<file path="src/rtl/fpu_result_buffer.sv">
// In-order result FIFO between the FP add/sub stage and register-file writeback.
// Tracks sticky overflow / NaN-produced flags, which are updated as results commit.
module fpu_result_buffer #(
  parameter int unsigned DEPTH = 4,
  parameter int unsigned TAG_W = 5
) (
  input  logic                     clk,
  input  logic                     rst,
  input  logic                     in_valid,
  output logic                     in_ready,
  input  logic [31:0]              in_data,
  input  logic                     in_ovf,
  input  logic [TAG_W-1:0]         in_tag,
  output logic                     out_valid,
  input  logic                     out_ready,
  output logic [31:0]              out_data,
  output logic [TAG_W-1:0]         out_tag,
  output logic                     out_ovf,
  input  logic                     flush,
  input  logic                     flag_clr,
  output logic                     flag_ovf,
  output logic                     flag_nan,
  output logic [$clog2(DEPTH):0]   count
);

  localparam int unsigned AW = $clog2(DEPTH);
  localparam int unsigned EW = 32 + TAG_W + 1;
  localparam logic [AW:0] FULL_CNT = (AW + 1)'(DEPTH);

  // Entry layout: {data, tag, ovf}
  logic [EW-1:0]  mem_q [DEPTH];

  logic [AW-1:0]  rd_ptr_q, rd_ptr_d;
  logic [AW-1:0]  wr_ptr_q, wr_ptr_d;
  logic [AW:0]    count_q, count_d;
  logic           flag_ovf_q, flag_ovf_d;
  logic           flag_nan_q, flag_nan_d;

  logic           push;
  logic           pop;
  logic           mem_we;
  logic [EW-1:0]  head;
  logic           head_nan;

  assign in_ready  = (count_q != FULL_CNT);
  assign out_valid = (count_q != '0);
  assign push      = in_valid & in_ready;
  assign pop       = out_valid & out_ready;

  assign head      = mem_q[rd_ptr_q];
  assign out_data  = head[EW-1 -: 32];
  assign out_tag   = head[TAG_W:1];
  assign out_ovf   = head[0];
  assign head_nan  = (out_data[30:23] == 8'hFF) && (out_data[22:0] != '0);

  assign count     = count_q;
  assign flag_ovf  = flag_ovf_q;
  assign flag_nan  = flag_nan_q;

  always_comb begin
    rd_ptr_d   = rd_ptr_q;
    wr_ptr_d   = wr_ptr_q;
    count_d    = count_q;
    flag_ovf_d = flag_ovf_q;
    flag_nan_d = flag_nan_q;
    mem_we     = 1'b0;

    if (flag_clr) begin
      flag_ovf_d = 1'b0;
      flag_nan_d = 1'b0;
    end

    if (flush) begin
      // Flush drops any same-cycle push/pop, so the head never commits its flags.
      rd_ptr_d   = '0;
      wr_ptr_d   = '0;
      count_d    = '0;
    end else begin
      mem_we = push;
      if (push) wr_ptr_d = wr_ptr_q + AW'(1);
      if (pop) begin
        rd_ptr_d = rd_ptr_q + AW'(1);
        if (out_ovf)  flag_ovf_d = 1'b1;
        if (head_nan) flag_nan_d = 1'b1;
      end
      unique case ({push, pop})
        2'b10:   count_d = count_q + (AW + 1)'(1);
        2'b01:   count_d = count_q - (AW + 1)'(1);
        default: count_d = count_q;
      endcase
    end
  end

  always_ff @(posedge clk) begin
    if (rst) begin
      rd_ptr_q   <= '0;
      wr_ptr_q   <= '0;
      count_q    <= '0;
      flag_ovf_q <= 1'b0;
      flag_nan_q <= 1'b0;
    end else begin
      rd_ptr_q   <= rd_ptr_d;
      wr_ptr_q   <= wr_ptr_d;
      count_q    <= count_d;
      flag_ovf_q <= flag_ovf_d;
      flag_nan_q <= flag_nan_d;
    end
  end

  always_ff @(posedge clk) begin
    if (mem_we && !rst) mem_q[wr_ptr_q] <= {in_data, in_tag, in_ovf};
  end

endmodule
</file>
<file path="config.mk">
export PLATFORM = sky130hd
export DESIGN_NAME = fpu_result_buffer
export DESIGN_NICKNAME = d
export VERILOG_FILES = /design/src/rtl/fpu_result_buffer.sv
export SDC_FILE = /design/constraint.sdc
export NUM_CORES = 1
export LEC_CHECK = 0
export CAP_MARGIN = 20
export CELL_PAD_IN_SITES_DETAIL_PLACEMENT = 1
export CELL_PAD_IN_SITES_GLOBAL_PLACEMENT = 1
export CORE_MARGIN = 5
export CORE_UTILIZATION = 45
export DETAILED_ROUTE_END_ITERATION = 8
export MAX_ROUTING_LAYER = met4
export PLACE_DENSITY_LB_ADDON = 0.1
export SETUP_SLACK_MARGIN = 0.3
export SYNTH_ARGS = -nofsm -noshare
export SYNTH_HDL_FRONTEND = slang
export SYNTH_SLANG_ARGS = --single-unit
export TNS_END_PERCENT = 30
</file>
<file path="constraint.sdc">
create_clock -name clk -period 2.74 [get_ports clk]
set_input_delay 0.548 -clock clk [delete_from_list [all_inputs] [get_ports clk]]
set_output_delay 0.548 -clock clk [all_outputs]
set_load 0.05 [all_outputs]
</file>
==> run metrics <==
Core ar.=0.01330 mm2; port buffer count=88; die area=0.01602 mm2; sequential element share of the synthesized area=78.25%; Tcrit/Tclk final=86.78%; Place WS=0.2528 ns; Fin. Hold Viols=0; max_cap viols=0; initial antenna violation count=0; PwrDens=684.9 mW/mm2; CP Max Fanout=10; setup slack after layout=0.3624 ns; # rows=42; P&R area growth vs syn=32.80%; syn_nets=319; first-pass GRT wire length=19110 um; Synth warnings=0; commonest non-fill, non-tap cell in the layout=edfxtp_1; fin nets=435; Max IR drop VDD=0.4310 mV; DRC viols=0; DR WL/cell=20.95 um; clock skew=0.01044 ns; Slew Limit Fails=0; Skew-Pair Late Insertion Delay=0.41 ns; CTS tree=yes; Synth Area in Simple Gates=3.560%; synthesized area=0.006115 mm2; Slew @ Worst Pin=0.5139 ns; grt ovf=0; most frequent cells in the layout=edfxtp_1, clkdlybuf4s50_1, mux4_2; H-tree depth=4; # setup viols final=0; Yosys cell types=31; pin count of the biggest net entering global routing=39; Critical Path Start Type=flop; CTS root buf=clkbuf_16; drt first-iter violations=191; CTS Hold Bufs=0; CTS max path bufs=2; FF-to-FF path depth=8; post-route minimum period=2.378 ns; Vias/cell=5.213; layout cells sized above 1=34.67%; Min-Delay Path Class=reg2reg; CTS clk-pin slew, worst paths=0.06 ns; setup TNS=0 ns; Final GP Congestion=0.7414; Worst EP required=2.19 ns; RSZ-0062 raised after global routing=yes; DR pass1 iterations=4; mux contribution to synthesized area=14.00%; synthesized instance count=269; chip height=126.6 um; DRT antenna net count=0; final core occ=61.08%; detailed-route via count=2992; post-synthesis compound-gate area fraction=0.6957%; status=finished clean; drt total wl=12020 um; I/O pin count=89; vias in the first global route=3343; Clock Sinks=163; fmax=420.6 MHz; Die X=126.6 um; Filler cells=1103; Leak=2.650 nW; synthesized area per cell=22.73 um2; gr usage total=16.51%; Hold Crit Depth=2; xor and xnor area share after synthesis=0.7162%; Starting Density=45.99%; data arrival time of the critical path=1.83 ns; Antenna Cells=0; Slew Limit Headroom=65.69%; crit path kind=reg2out; Post-Synth Adder-Cell Area=1.351%; Worst setup EP type=output pin; DP HPWL=7629 um; number of CTS-inserted buffers=17; combinational family with the most area after synthesis=multiplexers; synthesized flop and latch total=163; Fin Hold WS=0.4734 ns
[critical path: stages (launching register included)]
cell and delay, ns:
dfxtp_2 0.37, buf_12 0.15, buf_4 0.13, mux4_2 0.55, buf_4 0.22
[cell usage after synthesis]
library cell | instances | share of area (%)
mux4_2 | 38 | 14
o31a_1 | 1 | 0.14
a21oi_1 | 4 | 0.33
o21ai_0 | 1 | 0.082
nand4_1 | 2 | 0.20
inv_1 | 5 | 0.31
nor2_1 | 9 | 0.55
nand2b_1 | 1 | 0.10
dfxtp_1 | 11 | 3.6
buf_6 | 1 | 0.18
buf_2 | 3 | 0.25
o22a_1 | 1 | 0.14
nor4_1 | 2 | 0.20
edfxtp_1 | 152 | 75
nor3_1 | 1 | 0.082
or2_1 | 1 | 0.10
xnor2_1 | 2 | 0.29
ha_1 | 5 | 1.0
and2_1 | 4 | 0.41
fa_1 | 1 | 0.33
buf_12 | 1 | 0.33
buf_4 | 2 | 0.25
or3b_1 | 1 | 0.14
or3_1 | 2 | 0.20
clkbuf_1 | 2 | 0.12
xor2_1 | 3 | 0.43
nand2_1 | 4 | 0.25
nor4_2 | 4 | 0.82
nand3_1 | 3 | 0.25
nor3b_1 | 1 | 0.12
nand3b_1 | 1 | 0.12
[cell families (layout without fill, tap and decap cells)]
group                      Yosys count  count (layout)
AOI/OAI and AO/OA                    7               7
xor gates and xnor gates             5               5
adders and majority gates            6               6
buffers and inverters               14             143
DFF                                163             163
muxes                               38              38
and+or+nand+nor                     36              36
[per-stage QoR]
stage          total power (W)  cells  instance area (um2)
2_1_floorplan         0.002990    269                 6126
3_3_place_gp          0.003173    538                 7433
3_5_place_dp          0.003180    538                 7433
4_1_cts               0.005622    574                 8098
5_1_grt               0.005784    574                 8120
6_report              0.005561    574                 8120
[report_power, final]
group / leakage, nW / internal, W / total (W) / switching [W]
Sequential: 1.46 / 0.00275 / 0.00276 / 0.00000947
Combinational: 0.888 / 0.000169 / 0.000372 / 0.000203
Clock: 0.298 / 0.00152 / 0.00243 / 0.000910
[worst paths after layout]
check,start,endpoint,slack (ns)
setup reg to reg,count[0]$_SDFFE_PP0P_,count[2]$_SDFFE_PP0P_,0.48
setup / recovery,flop,out_data[30],0.36
hold reg to reg,flag_ovf$_SDFF_PP0_,flag_ovf$_SDFF_PP0_,0.47
hold / removal,flag_ovf$_SDFF_PP0_,flag_ovf$_SDFF_PP0_,0.47
[layer usage]
layer,vias up,track usage (%),share of wire (%)
li1,1343,-,-
met1,1565,20.56,42
met2,74,26.96,53
met3,10,3.951,4.6
met4,0,5.300,1.1
met5,-,-,0
[state kept, by name, summed over array words and instances (netlist names), named ones only]
| register | count |
|---|---|
| flag_ovf | 1 |
| wr_ptr_q | 2 |
| count | 3 |
| rd_ptr_q | 2 |
| mem_q | 152 |
| flag_nan | 1 |
[area by class of cell]
type | instances | area, um2 | share of cell area (%)
multi-input combinational | 92 | 1250 | 15.39
sequential | 163 | 4791 | 59.00
clock inverter | 14 | 185.2 | 2.280
inverter | 5 | 18.77 | 0.2311
clock buffer | 18 | 429.2 | 5.285
tap | 176 | 220.2 | 2.712
timing repair buffer | 106 | 1226 | 15.10
[repair_timing]
| item | in CTS | in global routing |
|---|---|---|
| gates resized for setup | 2 | 6 |
| endpoints found under the hold margin | 0 | 0 |
| setup endpoints to repair | 16 | 17 |
| setup buffers | 4 | 0 |
Power figures use the tool's default switching activity.
